[src/rtl/bus_tx_sequencer.sv]
// Byte FIFO feeding an 8-bit tri-state driver, with request/grant bus arbitration.
// Bytes leave in bursts of up to BURST_MAX; every burst is followed by a turnaround cycle.
module bus_tx_sequencer #(
  parameter int DEPTH     = 4,
  parameter int BURST_MAX = 4
) (
  input  logic                     clk,
  input  logic                     rst_n,
  input  logic [7:0]               in_data,
  input  logic                     in_valid,
  output logic                     in_ready,
  output logic                     bus_req,
  input  logic                     bus_gnt,
  output logic [7:0]               drv_data,
  output logic                     drv_en,
  output logic                     busy,
  output logic [$clog2(DEPTH):0]   count
);

  localparam int AW = $clog2(DEPTH);
  localparam int CW = AW + 1;
  localparam int BW = (BURST_MAX > 1) ? $clog2(BURST_MAX) : 1;
  localparam logic [CW-1:0] FULL_CNT   = CW'(DEPTH);
  localparam logic [BW-1:0] BURST_LAST = BW'(BURST_MAX - 1);

  generate
    if ((DEPTH < 2) || ((DEPTH & (DEPTH - 1)) != 0)) begin : g_bad_depth
      $error("bus_tx_sequencer: DEPTH must be a power of two and at least 2");
    end
    if (BURST_MAX < 1) begin : g_bad_burst
      $error("bus_tx_sequencer: BURST_MAX must be at least 1");
    end
  endgenerate

  typedef enum logic [1:0] {
    S_IDLE  = 2'd0,
    S_REQ   = 2'd1,
    S_DRIVE = 2'd2,
    S_TURN  = 2'd3
  } state_t;

  state_t          state_q, state_d;
  logic [AW-1:0]   rd_ptr_q, rd_ptr_d;
  logic [AW-1:0]   wr_ptr_q, wr_ptr_d;
  logic [CW-1:0]   count_q, count_d;
  logic [BW-1:0]   burst_q, burst_d;
  logic [7:0]      mem_q [DEPTH];

  logic            push_s;
  logic            pop_s;
  logic            last_s;

  // Next-state, pointer and occupancy logic.
  always_comb begin
    push_s   = in_valid && (count_q != FULL_CNT);
    pop_s    = (state_q == S_DRIVE);
    // Burst ends when the FIFO drains, the burst limit is hit, or the grant drops.
    last_s   = ((count_q == CW'(1)) && !push_s) || (burst_q == BURST_LAST) || !bus_gnt;
    state_d  = state_q;
    burst_d  = burst_q;
    rd_ptr_d = rd_ptr_q;
    wr_ptr_d = wr_ptr_q;
    count_d  = count_q;

    case (state_q)
      S_IDLE: begin
        if (count_q != {CW{1'b0}}) begin
          state_d = S_REQ;
        end else begin
          state_d = S_IDLE;
        end
      end
      S_REQ: begin
        if (bus_gnt) begin
          state_d = S_DRIVE;
          burst_d = {BW{1'b0}};
        end else begin
          state_d = S_REQ;
        end
      end
      S_DRIVE: begin
        burst_d = burst_q + BW'(1);
        if (last_s) begin
          state_d = S_TURN;
        end else begin
          state_d = S_DRIVE;
        end
      end
      S_TURN: begin
        state_d = S_IDLE;
      end
      default: begin
        state_d = S_IDLE;
      end
    endcase

    if (pop_s) begin
      rd_ptr_d = rd_ptr_q + AW'(1);
    end else begin
      rd_ptr_d = rd_ptr_q;
    end

    if (push_s) begin
      wr_ptr_d = wr_ptr_q + AW'(1);
    end else begin
      wr_ptr_d = wr_ptr_q;
    end

    case ({push_s, pop_s})
      2'b10:   count_d = count_q + CW'(1);
      2'b01:   count_d = count_q - CW'(1);
      default: count_d = count_q;
    endcase
  end

  // State, FIFO storage and counters.
  always_ff @(posedge clk or negedge rst_n) begin
    if (!rst_n) begin
      state_q  <= S_IDLE;
      rd_ptr_q <= {AW{1'b0}};
      wr_ptr_q <= {AW{1'b0}};
      count_q  <= {CW{1'b0}};
      burst_q  <= {BW{1'b0}};
      for (int i = 0; i < DEPTH; i++) begin
        mem_q[i] <= 8'h00;
      end
    end else begin
      state_q  <= state_d;
      rd_ptr_q <= rd_ptr_d;
      wr_ptr_q <= wr_ptr_d;
      count_q  <= count_d;
      burst_q  <= burst_d;
      if (push_s) begin
        mem_q[wr_ptr_q] <= in_data;
      end
    end
  end

  // Outputs depend only on registers, so inputs cannot glitch them; reset forces them idle.
  assign drv_en   = (state_q == S_DRIVE);
  assign bus_req  = (state_q == S_REQ) || (state_q == S_DRIVE);
  assign busy     = (state_q != S_IDLE);
  assign drv_data = (state_q == S_DRIVE) ? mem_q[rd_ptr_q] : 8'h00;
  assign count    = count_q;
  assign in_ready = (count_q != FULL_CNT);

endmodule

[config.mk]
export PLATFORM = sky130hd
export DESIGN_NAME = bus_tx_sequencer
export DESIGN_NICKNAME = d
export VERILOG_FILES = /design/src/rtl/bus_tx_sequencer.sv
export SDC_FILE = /design/constraint.sdc
export NUM_CORES = 1
export LEC_CHECK = 0
export CAP_MARGIN = 30
export CORE_MARGIN = 8
export CORE_UTILIZATION = 30
export DETAILED_ROUTE_END_ITERATION = 12
export SETUP_SLACK_MARGIN = 0.1
export SYNTH_ARGS = -nofsm -noshare
export SYNTH_HDL_FRONTEND = slang
export SYNTH_SLANG_ARGS = --single-unit
export TNS_END_PERCENT = 1
[constraint.sdc]
create_clock -name clk -period 1.85 [get_ports clk]
set_clock_uncertainty 0.1 [all_clocks]
set_input_delay 0.185 -clock clk [delete_from_list [all_inputs] [get_ports clk]]
set_output_delay 0.185 -clock clk [all_outputs]
set_load 0.1 [all_outputs]
* Word level (Yosys, flattened, before mapping) *
Index checks and enable logic that the tools add are counted.

storage, ports and cells
  flip-flop bits (word level) = 43
  bits of input ports = 12
  output and inout bits = 15
  word-level logic and storage cells = 56

cells by class
  add/sub/neg operators = 5
  $lt $le $gt $ge = 3
  eq/ne operators = 9
  mux-type cells = 14
  bitwise gates (word level) = 2
  reduce and logical (&&, ||, !) cells = 14

operators with widths
  cell                                                                    number
  32-bit bitwise mux                                                      1
  8-bit two-way mux                                                       4
  8-bit binary-select mux with 2-bit select                               1
  8-bit demux with 2-bit select                                           1
  2-bit equality test (second input constant)                             4
  2-bit case mux with 4 select lines                                      1
  2-bit by 1-bit adder with 2-bit output (second input constant)          3
  3-bit greater-or-equal comparator (second input constant)               2
  2-bit NOT with 3-bit output                                             2
  3-bit case mux with 2 select lines                                      1
  2-bit nonzero test                                                      3
  2-bit by 1-bit equality test with 1-bit output (second input constant)  2
  2-bit two-way mux                                                       2
  2-bit case mux with 2 select lines                                      1
  3-bit by 1-bit adder with 3-bit output (second input constant)          1
  3-bit by 1-bit equality test with 1-bit output (second input constant)  1
  1-bit logical AND                                                       3
  1-bit logical OR                                                        3
  3-bit by 1-bit < comparator with 1-bit output (second input constant)   1
  3-bit inequality test (second input constant)                           1
  3-bit nonzero test                                                      1
  3-bit by 1-bit subtractor with 3-bit output (second input constant)     1
  1-bit zero test                                                         2
  2-bit zero test                                                         1
  other kinds (3)                                                         4

* Depth between registers and ports, before layout *
Gate-level depths: netlist (run 1).

  depth after elaboration = 8
  mapped depth = 8
  depth with buffers taken out = 8

* Worst setup path after synthesis (run 1) *
Ideal clock, no wire load.

  kind = reg2out
  start point = register state_q[0]
  end point = output port drv_data[0]
  data arrival time = 2459 ps
  data required time = 1565 ps
  setup slack = -894 ps
  stages on the path, launching flop included = 5
  buffers on the path = 1
  path through = dfrtp_1 -> inv_1 -> ha_1 -> clkbuf_1 -> and2_1

on the way
  word-level cells in the longest chain between the ends = 2

RTL lines
  what                    line  text
  from (decl)             42    state_t state_q, state_d;
  from (signal assigned)  128   state_q <= state_d;
  2-bit equality test     -
  named net drv_en        15    output logic drv_en,
  8-bit two-way mux       143   assign drv_data = (state_q == S_DRIVE) ? mem_q[rd_ptr_q] : 8'h00;
  to (decl)               14    output logic [7:0] drv_data,

The timed path passes the listed nets, and every way through them passes these cells.

* Worst setup path in the final report (run 1) *
  start point = register rd_ptr_q[0]
  end point = output port drv_data[0]

on the way
  word-level cells in the longest chain between the ends = 5

RTL lines
  what                                                   line  text
  from (decl)                                            43    logic [AW-1:0] rd_ptr_q, rd_ptr_d;
  from (signal assigned)                                 120   rd_ptr_q <= {AW{1'b0}};
  from (signal assigned)                                 129   rd_ptr_q <= rd_ptr_d;
  2-bit NOT with 3-bit output (implied by the code)      143
  8-bit binary-select mux with 2-bit select              143
  8-bit two-way mux (implied by the code) (2 in series)  143
  8-bit two-way mux                                      143

No other way between the ends. The select of a mux whose other input is x is not followed.

==> results of run 1 <==
-- synthesized netlist by cell type, drive strengths merged --
| cell | n |
|---|---|
| xor2 | 1 |
| nor2b | 1 |
| xnor2 | 5 |
| ha | 14 |
| mux2 | 32 |
| and2 | 8 |
| nand2b | 2 |
| and4bb | 1 |
| a32o | 1 |
| o21ai | 4 |
| a2111oi | 1 |
| buf | 1 |
| a31oi | 1 |
| mux2i | 2 |
| inv | 9 |
| a21boi | 1 |
| clkbuf | 2 |
| dfrtp | 43 |
| mux4 | 8 |
| nor2 | 1 |
| nand3 | 1 |
| nand2 | 10 |
-- per-stage QoR --
step	instances	instance area, µm²	setup TNS (ns)	utilization	hold slack [ns]
final	283	2958	-0.6231	0.4354	0.2798
after global routing	283	2958	-1.260	0.4354	0.3042
after CTS	283	2898	-0.8044	0.4265	0.2941
after detailed placement	273	2749	0	0.4046	0.07879
after global placement	273	2749	0	0.4046	0.08250
after floorplan	149	2188	-0.3584	-	-0.2106
-- layout make-up --
cell class | instances | area share
clock buffers | 6 | 0.02792
clock inverters | 2 | 0.01184
inverters | 9 | 0.01311
multi-input cells | 94 | 0.3786
flip-flops and latches | 43 | 0.3668
well taps | 96 | 0.04061
repair buffers | 33 | 0.1612
-- registers in the layout, summed over array words and instances, names as in the netlist, named ones only --
register and flops:
burst_q 2, mem_q 32, state_q 1, count 3, wr_ptr_q 2, rd_ptr_q 2
-- worst reg2reg max path, cell delays in order, from the launching register on --
cell and delay, ns:
dfrtp_4 0.48, inv_4 0.05, ha_4 0.17, a21boi_4 0.29, inv_2 0.08, ha_4 0.17, mux2i_1 0.13, nor2_1 0.06
xnor2_1 0.11
-- layer usage --
layer | track usage | up-vias | wire [µm] | part of all wire
li1 | - | 598 | - | -
met3 | 0.01799 | 8 | 129 | 0.033
met5 | 0 | - | 0 | 0
met1 | 0.1005 | 636 | 1725 | 0.44
met2 | 0.1411 | 14 | 1932 | 0.50
met4 | 0.04889 | 0 | 103 | 0.026
-- logic make-up (layout without fill, tap and decap cells) --
kind of cell / after synthesis / count (layout) / share of synthesized area
flops: 43 / 43 / 0.5089
mux: 42 / 42 / 0.2651
simple gates: 24 / 24 / 0.06508
fa+ha+maj: 14 / 14 / 0.08284
buf+inv: 12 / 50 / 0.02308
compound gates: 8 / 8 / 0.03018
xor+xnor: 6 / 6 / 0.02485
-- worst paths after layout --
kind / startpoint / endpoint / slack [ns]
max: rd_ptr_q[0] / drv_data[0] / -0.09
min: rst_n / mem_q[15] / 0.28
max reg2reg: count[0] / count[2] / 0.09
min reg2reg: burst_q[0] / burst_q[0] / 0.40
max in group asynchronous: rst_n / count[1] / 1.14
min in group clk: burst_q[0] / burst_q[0] / 0.40
-- what timing repair did --
action	4_1_cts	5_1_grt
endpoints found under the setup margin	19	44
hold buffers	1	0
resized for setup	3	16
setup buffers	1	0
endpoints found under the hold margin	43	0
pin swaps	4	3
==> metrics.txt, run 1 <==
post-synthesis cell area=2115 µm²; Worst-Skew Late Latency=0.29 ns; most frequent cells in the layout=40 x dfrtp_1, 16 x mux2_2, 16 x mux2_4, 16 x buf_12, 11 x ha_1; CTS tree=yes; DIE WIDTH=99.96 µm; status=finished with violations; synth unique cells=24; Wirelength per Cell=13.75 µm; CTS H-Tree Depth=2; final worst slack=-0.08876 ns; Reg area=1085 µm²; worst slack at placement=0.07109 ns; CP cell instances=buf_6 > mux4_2 > and2_4 > buf_12; area leader, netlist=dfrtp_1; GRT Total Usage=0.08540; Die H=99.96 µm; worst path buffer plus inverter count=2; failing checks=negative setup slack; pin count of the biggest net entering global routing=44; die area=9991 µm²; Vias/cell=4.438; CTS Buf Count=5; CP max-delay cell=mux4_2; kind of cell adding the most delay to the critical path=multiplexers; most common cell after layout, fill and taps aside=dfrtp_1; Worst-Margin Slew=0.4711 ns; row count=30; grt total ovfl=0; starting density of the core=0.3112; CTS sink cnt=43; sequential fraction of the synthesis area=0.5089; Boundary Pins=27; share of cells above drive strength 1=0.5027; half-perimeter wire length after placement=2740 µm; cells on worst reg2reg path=8; final count of hold timing violations=0; Synth area leaders=dfrtp_1 51%, mux2_2 16%, mux4_2 8.5%; Slew HR=0.6859; Synth Instances=149; Critical Path Source Type=register; first-pass GRT wire length=6624 µm; WS Path Type=reg2out; fill cell count=588; Synthesis Warnings=0; Max-Cap Viols=0; Syn Area/Cell=14.19 µm²; synthesized flop and latch total=43; 1st-iter DRT viols=45; P&R area growth vs syn=39.88%; crit path DAT=1.65 ns; Final Wtd Congestion=0.7466; number of global-route vias before repair=1348; Buffers on Ports=26; clock slew seen by the registers of the worst setup and hold paths=0.08 ns; RSZ-0062 raised after global routing=true; Crit. path cell count=4; pins over their slew limit=0; Routed Antenna Nets=0; CP max stage delay=0.51 ns; min Tclk post-route=1.939 ns; Max Clk Rate=515.8 MHz; Antenna Cells=0; Multi-input gate area=1120 µm²; top-area cell type share of the netlist area=0.5089; # setup viols final=8; TritonRoute pass-1 iters=4; Core Footprint=6794 µm²; critical path required time=1.56 ns; crit end category=output pin; fin crit share=1.048; detailed-route via count=1256; layout net count=212; largest fanout on the critical path=5; root buf cell=clkbuf_8; initial antenna violation count=0; Syn Nets=175; final WL=3891 µm; # DRC=0; worst min-delay path class=in2async; Longest Clk Path Bufs=2
Power of run 1 is not shown: default switching activity piles up to over one toggle a cycle in this logic, so the estimate is an artifact.
==> inputs of run 2 (changes only) <==
--- a/config.mk
+++ b/config.mk
@@ -9,6 +9,8 @@
 export CORE_MARGIN = 8
 export CORE_UTILIZATION = 30
 export DETAILED_ROUTE_END_ITERATION = 12
+export GPL_ROUTABILITY_DRIVEN = 1
+export HOLD_SLACK_MARGIN = 0.02
 export SETUP_SLACK_MARGIN = 0.1
 export SYNTH_ARGS = -nofsm -noshare
 export SYNTH_HDL_FRONTEND = slang
==> results of run 2 <==
The final DEF is identical to that of run 1; final timing and power are the same.
Power of run 2 is left out for the same reason.
